**config.mk**
```make
export PLATFORM = sky130hd
export DESIGN_NAME = video_timing
export DESIGN_NICKNAME = d
export VERILOG_FILES = /design/src/rtl/video_pkg.sv /design/src/rtl/video_delay_line.sv /design/src/rtl/video_timing.sv
export SDC_FILE = /design/constraint.sdc
export NUM_CORES = 1
export LEC_CHECK = 0
export BUFFER_PORTS_ARGS = -buffer_cell sky130_fd_sc_hd__clkbuf_2
export CAP_MARGIN = 25
export CORE_UTILIZATION = 51
export DETAILED_ROUTE_END_ITERATION = 8
export MAX_ROUTING_LAYER = met4
export PLACE_DENSITY = 0.78
export RECOVER_POWER = 25
export REMOVE_ABC_BUFFERS = 1
export SYNTH_ARGS = -nofsm -noshare
export SYNTH_HDL_FRONTEND = slang
export SYNTH_SLANG_ARGS = --single-unit
```
**constraint.sdc**
```tcl
create_clock -name clock -period 2.2 [get_ports clock]
set_input_delay 0.33 -clock clock [delete_from_list [all_inputs] [get_ports clock]]
set_output_delay 0.33 -clock clock [all_outputs]
set_load 0.05 [all_outputs]
```
**src/rtl/video_pkg.sv**
```systemverilog
// Shared video definitions: default raster geometry, the timing bundle carried
// down the output pipeline, and a helper to derive line/frame totals.
package video_pkg;

  localparam int NTSC_ACTIVE_H = 256;
  localparam int NTSC_FRONT_H  = 9;
  localparam int NTSC_SYNC_H   = 51;
  localparam int NTSC_BACK_H   = 25;
  localparam int NTSC_ACTIVE_V = 240;
  localparam int NTSC_FRONT_V  = 5;
  localparam int NTSC_SYNC_V   = 1;
  localparam int NTSC_BACK_V   = 16;

  localparam int MAX_PIPE_DELAY = 15;

  // Internal, active-high view of the raster; polarity is applied at the pins.
  typedef struct packed {
    logic hsync;
    logic vsync;
    logic active;
    logic frame_start;
  } timing_t;

  function automatic int total_span(input int active, input int front,
                                    input int sync, input int back);
    return active + front + sync + back;
  endfunction

endpackage

```
**src/rtl/video_delay_line.sv**
```systemverilog
// Clock-enabled shift register of configurable depth and width, clearing to a
// fixed idle value; DEPTH = 0 is a plain wire.
module video_delay_line #(
  parameter int               DEPTH       = 2,
  parameter int               WIDTH       = 1,
  parameter logic [WIDTH-1:0] CLEAR_VALUE = '0
) (
  input  logic             clock,
  input  logic             reset,
  input  logic             enable,
  input  logic [WIDTH-1:0] data,
  output logic [WIDTH-1:0] delayed
);

  if (DEPTH == 0) begin : g_pass
    assign delayed = data;
  end else begin : g_pipe
    logic [WIDTH-1:0] stage_q [DEPTH];

    always_ff @(posedge clock or negedge reset) begin
      if (!reset) begin
        // NOTE: this array is cleared on reset because it is a handful of flops
        // whose contents reach the pins; large data buffers would be left unreset.
        for (int i = 0; i < DEPTH; i++) stage_q[i] <= CLEAR_VALUE;
      end else if (enable) begin
        // NOTE: non-blocking assignments make every stage sample its neighbour's
        // pre-edge value, so the order of these statements does not matter.
        stage_q[0] <= data;
        for (int i = 1; i < DEPTH; i++) stage_q[i] <= stage_q[i-1];
      end
    end

    assign delayed = stage_q[DEPTH-1];
  end

endmodule

```
**src/rtl/video_timing.sv**
```systemverilog
// Raster timing generator: x/y counters with registered early decode, plus
// sync/de/frame strobes delayed to match the downstream pixel pipeline.
module video_timing
  import video_pkg::*;
#(
  parameter int ACTIVE_H   = NTSC_ACTIVE_H,
  parameter int FRONT_H    = NTSC_FRONT_H,
  parameter int SYNC_H     = NTSC_SYNC_H,
  parameter int BACK_H     = NTSC_BACK_H,
  parameter int ACTIVE_V   = NTSC_ACTIVE_V,
  parameter int FRONT_V    = NTSC_FRONT_V,
  parameter int SYNC_V     = NTSC_SYNC_V,
  parameter int BACK_V     = NTSC_BACK_V,
  parameter bit HSYNC_POL  = 1'b0,
  parameter bit VSYNC_POL  = 1'b0,
  parameter int PIPE_DELAY = 2,
  parameter int COORD_W    = 10
) (
  input  logic               clock,
  input  logic               reset,
  input  logic               enable,
  output logic [COORD_W-1:0] out_x,
  output logic [COORD_W-1:0] out_y,
  output logic               out_active,
  output logic               out_line_start,
  output logic               out_frame_start,
  output logic               out_hsync,
  output logic               out_vsync,
  output logic               out_de,
  output logic               out_frame_start_d
);

  localparam int TOTAL_H = total_span(ACTIVE_H, FRONT_H, SYNC_H, BACK_H);
  localparam int TOTAL_V = total_span(ACTIVE_V, FRONT_V, SYNC_V, BACK_V);

  if (TOTAL_H > (1 << COORD_W) || TOTAL_V > (1 << COORD_W) ||
      SYNC_H == 0 || SYNC_V == 0 ||
      PIPE_DELAY < 0 || PIPE_DELAY > MAX_PIPE_DELAY) begin : g_bad_config
    $error("video_timing: geometry does not fit COORD_W, zero sync width, or PIPE_DELAY out of range");
  end

  localparam logic [COORD_W-1:0] X_LAST = COORD_W'(TOTAL_H - 1);
  localparam logic [COORD_W-1:0] Y_LAST = COORD_W'(TOTAL_V - 1);

  function automatic timing_t decode(input logic [COORD_W-1:0] x,
                                     input logic [COORD_W-1:0] y);
    int      xi;
    int      yi;
    timing_t t;
    xi            = int'(x);
    yi            = int'(y);
    t.active      = (xi < ACTIVE_H) && (yi < ACTIVE_V);
    t.hsync       = (xi >= ACTIVE_H + FRONT_H) && (xi < ACTIVE_H + FRONT_H + SYNC_H);
    t.vsync       = (yi >= ACTIVE_V + FRONT_V) && (yi < ACTIVE_V + FRONT_V + SYNC_V);
    t.frame_start = (xi == 0) && (yi == 0);
    return t;
  endfunction

  localparam timing_t RESET_EARLY = decode('0, '0);

  logic [COORD_W-1:0] x_q, y_q, x_n, y_n;
  logic               line_start_q;
  timing_t            early_q;
  timing_t            delayed;

  always_comb begin
    // NOTE: defaults first so every path assigns both outputs and no latch forms.
    x_n = x_q + COORD_W'(1);
    y_n = y_q;
    if (x_q == X_LAST) begin
      x_n = '0;
      y_n = (y_q == Y_LAST) ? '0 : y_q + COORD_W'(1);
    end
  end

  // Early outputs decode the counters' next value so they move with out_x/out_y.
  always_ff @(posedge clock or negedge reset) begin
    if (!reset) begin
      x_q          <= '0;
      y_q          <= '0;
      early_q      <= RESET_EARLY;
      line_start_q <= 1'b1;
    end else if (enable) begin
      x_q          <= x_n;
      y_q          <= y_n;
      early_q      <= decode(x_n, y_n);
      line_start_q <= (x_n == '0);
    end
  end

  video_delay_line #(
    .DEPTH       (PIPE_DELAY),
    .WIDTH       ($bits(timing_t)),
    .CLEAR_VALUE ('0)
  ) u_delay (
    .clock   (clock),
    .reset   (reset),
    .enable  (enable),
    .data    (early_q),
    .delayed (delayed)
  );

  assign out_x             = x_q;
  assign out_y             = y_q;
  assign out_active        = early_q.active;
  assign out_line_start    = line_start_q;
  assign out_frame_start   = early_q.frame_start;
  assign out_hsync         = HSYNC_POL ? delayed.hsync : ~delayed.hsync;
  assign out_vsync         = VSYNC_POL ? delayed.vsync : ~delayed.vsync;
  assign out_de            = delayed.active;
  assign out_frame_start_d = delayed.frame_start;

endmodule

```
-- After elaboration in Yosys (flattened, before gate mapping)
Index checks and enable logic that the tools add are counted.
- bits in registers: 33
- bits in latches: 0
- memory bits (writable): 0
- bits in read-only memories: 0
- output and inout bits: 27
- logic and storage cells: 31
- memories kept: 0
- add/sub/neg operators: 2
- multiply operators: 0
- divide/modulo/power cells: 0
- $lt $le $gt $ge: 6
- equal/unequal tests: 2
- shift operators: 0
- muxes and demuxes: 3
- bitwise gates (word level): 2
- reduce and logical (&&, ||, !) cells: 7
- operators by type and width (cell ; number):
    $logic_not 10->1 ; 3
    $mux 10 ; 3
    $add 10x1->10 const B ; 2
    $eq 10x9->1 const B ; 2
    $lt 10x8->1 const B ; 2
    $lt 10x9->1 const B ; 2
    $ge 10x8->1 const B ; 1
    $ge 10x9->1 const B ; 1
    $logic_and 1x1->1 ; 4
    $not 1->1 ; 2

-- Depth between registers and ports, before layout
- depth after elaboration: 5
- mapped depth: 9
- depth with buffers taken out: 8

-- Hierarchy
From an unflattened synthesis, not the netlist that was laid out.
- cell total of the unflattened synthesis: 238
- area total of the unflattened synthesis: 2240.9 um^2
- by module, submodules not included (module ; instances ; cells each ; area an instance (um^2) ; seq. area each (um^2)):
    video_timing ; 1 ; 217 ; 1879.3 ; 629.4
    video_delay_line ; 1 ; 21 ; 361.6 ; 200.2

-- Worst setup path after synthesis
Ideal clock, no wire load.
- path kind: reg-to-reg
- start: reg x_q[0], in the netlist out_x[0]
- end: reg early_q (netlist bit out_active)
- setup time: 0.080 ns
- arrival time: 2.516 ns
- slack: -0.396 ns
- cell stages (with the launch flop): 9
- period minus slack after synthesis: 2.596 ns
- cells stage by stage: dfrtp_1 -> inv_1 -> ha_1 -> nand4bb_1 -> or3_4 -> nor3_2 -> xnor2_1 -> or4b_4 -> a32o_1
- word-level cells in the longest chain between the ends: 4
- ends and longest elaborated chain (element ; RTL line ; RTL):
    start: declaration ; video_timing.sv:61 ; logic [COORD_W-1:0] x_q, y_q, x_n, y_n;
    start signal: assignment ; video_timing.sv:84 ; x_q <= x_n;
    $add 10x1->10 or $eq 10x9->1 (tied branches) ; video_timing.sv:68, video_timing.sv:70 ;
    $mux 10 ; video_timing.sv:70 ; if (x_q == X_LAST) begin
    $lt 10x9->1 or $lt 10x8->1 (tied branches) ; video_timing.sv:52 ; t.active = (xi < ACTIVE_H) && (yi < ACTIVE_V);
    $logic_and 1x1->1 * ; video_timing.sv:52 ;
    end signal: assignment ; video_timing.sv:86 ; early_q <= decode(x_n, y_n);
    end: declaration ; video_timing.sv:63 ; timing_t early_q;
Mark *: on every way between the ends. The rest lies on a longest branch, timed or not.
A chain may end at the register's enable or synchronous reset.

-- Worst setup path after layout
- start: reg x_q[1], in the netlist out_x[1]
- end: reg early_q (netlist bit out_active)
Same word-level chain as after synthesis.

==> results by group <==
Cells and area
  • Fin nets: 282
  • Commonest non-fill, non-tap cell in the layout: buf_4
  • Fillers: 275
  • Area growth syn-to-layout: 31.0%
  • N_diodes: 0
  • Commonest non-fill, non-tap cells in the layout: 38 x buf_4, 30 x dfrtp_1, 28 x clkbuf_2
  • Layout cells sized above 1: 38.8%

Clocking
  • CTS Buf Count: 5
  • Worst-Skew Late Latency: 290 ps
  • TritonCTS clock tree: done
  • Clock transition at path regs: 70 ps
  • Clock sinks: 33
  • Post-cts hold buffer count: 0
  • H-tree depth: 2
  • CTS max path bufs: 2
  • Clk root buf: clkbuf_8

Critical path
  • WP data required: 2420 ps
  • Reg2reg start: out_x[1]$_DFFE_PN0P_
  • Endpoint class of the critical path: register
  • Setup slack, reg-to-reg: -140 ps
  • CP max FO: 2
  • CP startpoint kind: register
  • WS Path Type: reg -> reg
  • CP endpoint: out_active$_DFFE_PN1P_
  • WP data arrival: 2560 ps
  • Worst Reg-to-Reg Cells: 9
  • Reg-to-reg endpoint: out_active$_DFFE_PN1P_
  • Worst Setup SP: out_x[1]$_DFFE_PN0P_

Synthesis
  • Mapped Cells: 219
  • Post-synth cell types: 48
  • EDFF count, synth: 0
  • FF+latch count, synth: 33
  • Synth warn: 0
  • Register area share after synthesis: 41.5%
  • Mapped Avg Cell Area: 9.13 um2
  • Async S/R FF share, synth: 100%
  • Mapped cell area: 2000 um2
  • Synth Flop Type: dfrtp_1

STA
  • Final period utilization: 106%
  • Fin. Hold Viols: 0
  • Fin crit period: 2340 ps
  • Final TNS setup: -275 ps
  • Max Clk Rate: 428 MHz
  • Final slew viol count: 34
  • Unrepaired setup endpoints after global routing: yes
  • Actual slew at the worst max-slew pin: 1740 ps
  • Clock skew: 6.61 ps
  • Slew HR: -16.3%
  • Final setup margin: -139 ps
  • Final setup vio count: 3

Power
  • Leakage: 1.18 nW
  • Pwr dens: 770 nW/um2
  • VDD IR max: 922 uV
  • Tot Pwr: 0.00202 W

Drt
  • Vias per std cell: 5.96
  • Routed wire length: 5400 um
  • DR WL/cell: 16.7 um
  • Antenna Violating Nets Remaining: 0
  • First-pass DRT Iterations: 4
  • Vias: 1931
  • Starting DRT DRC Count: 131
  • DRC violations left: 0

Floorplanning
  • Die H: 64.6 um
  • Num rows: 22
  • DIE WIDTH: 64.6 um
  • IO Count: 30
  • Die Area: 4180 um2
  • Initial cell density of the core: 53.8%
  • Core area: 3720 um2

Global route
  • GRT Residual Overflow: 0
  • Vias in the first global route: 1686
  • Initial antenna violation count: 0
  • Largest net degree at the start of global routing: 34
  • First-pass GRT wire length: 8390 um
  • Total track usage: 27.8%

Place
  • Pre-CTS setup slack: -134 ps
  • Final HPWL from detailed placement: 3440 um
  • Port bufs: 29
  • GP Congestion: 0.962

Min path
  • HP Start: enable
  • HP Class: in -> reg

Outcome
  • Failing checks: max-capacitance violations, max-slew violations, negative setup slack
  • Status: finished, violations left

Flow run
  • Max-Cap Viols: 1
==> synthesized netlist by cell type, types with 2 or more instances <==
master    count  area share (%)
a21o_1        2            0.75
a21oi_1       5             1.3
a31oi_1       4             1.3
and3_1        4             1.3
and4_1        2            0.88
clkbuf_1     17             3.2
clkbuf_2      2            0.50
dfrtp_1      30              38
dfstp_2       3             3.9
ha_1          4             2.5
inv_1        11             2.1
mux2_2       10             5.6
nand2_1      20             3.8
nand2b_1      5             1.6
nand3_1      10             2.5
nand4_1       7             2.2
nand4b_1      3             1.3
nor2_1        9             1.7
nor3_1        8             2.0
nor4_1        2            0.63
o21ai_0      14             3.5
o22ai_1       3            0.94
o31ai_1       4             1.5
o32ai_1       2            0.88
xnor2_1      12             5.3
xor2_1        4             1.8
==> worst max-delay path, stage by stage, from the launching register on <==
cell	delay, ps
dfrtp_1	390
inv_2	90
ha_4	130
nand4bb_1	130
buf_4	180
nor3_4	190
nand3_1	170
xor2_1	210
or4b_4	550
a32o_1	240
==> stage by stage <==
| step | area, um2 | instances | hold WS, ps | util, % |
|---|---|---|---|---|
| after global routing | 2620 | 324 | 482 | 70.5 |
| after global placement | 2350 | 306 | 459 | 63.3 |
| final | 2620 | 324 | 455 | 70.5 |
| after floorplan | 1920 | 199 | 34.4 | - |
| after CTS | 2520 | 320 | 144 | 67.8 |
| after detailed placement | 2350 | 306 | 461 | 63.3 |
==> power by group <==
part / switching [W] / leakage, nW / total, W / internal, W
registers: 0.0000514 / 0.431 / 0.000726 / 0.000675
clock network: 0.000234 / 0.0439 / 0.000452 / 0.000218
logic: 0.000552 / 0.709 / 0.000839 / 0.000286
total: 0.000838 / 1.18 / 0.00202 / 0.00118
==> sequential cells by signal, summed over array words and instances (netlist names) <==
register                count
early_q                     2
out_active                  1
out_frame_start             1
out_line_start              1
out_y                      10
u_delay.g_pipe.stage_q      4
u_delay.delayed             4
out_x                      10
==> worst min-delay path by stage <==
stage | endpoint | slack [ps] | cells after the start
after floorplan | early_q[2]$_DFFE_PN0P_ | 30 | 0
after global placement | out_x[3]$_DFFE_PN0P_ | 460 | 1
after detailed placement | out_x[3]$_DFFE_PN0P_ | 460 | 1
after CTS | out_x[3]$_DFFE_PN0P_ | 140 | 1
after global routing | out_x[1]$_DFFE_PN0P_ | 480 | 2
final | out_x[1]$_DFFE_PN0P_ | 460 | 2
==> cell families (layout without fill, tap and decap cells) <==
kind of cell	count (synthesis)	after routing	synth area share [%]
and+or+nand+nor	80	80	22.3
AOI/OAI and AO/OA	44	44	14.6
DFF	33	33	41.5
buffers and inverters	31	88	6.01
xor gates and xnor gates	16	16	7.01
muxes	11	11	6.13
adders and majority gates	4	4	2.50
==> repair_timing <==
item                       CTS  global route
pin swaps                    7             3
buffers inserted             6             4
setup endpoints to repair    3             5
resized for setup           10            13
==> layout make-up <==
type	count	area (um2)	share of cell area (%)
clock inverter	3	17.5	0.669
inverter	11	41.3	1.58
timing repair buffer	69	455	17.4
sequential	33	830	31.7
tap	48	60.1	2.29
clock buffer	5	68.8	2.63
multi-input combinational	155	1150	43.8
==> layer usage <==
metal | GRT usage, % | vias up | part of all wire, %
met4 | 12.2 | 0 | 3.3
met1 | 36.4 | 926 | 42
li1 | - | 894 | -
met5 | - | - | 0
met2 | 40.4 | 93 | 48
met3 | 7.39 | 18 | 7.1
Power figures use the tool's default switching activity.
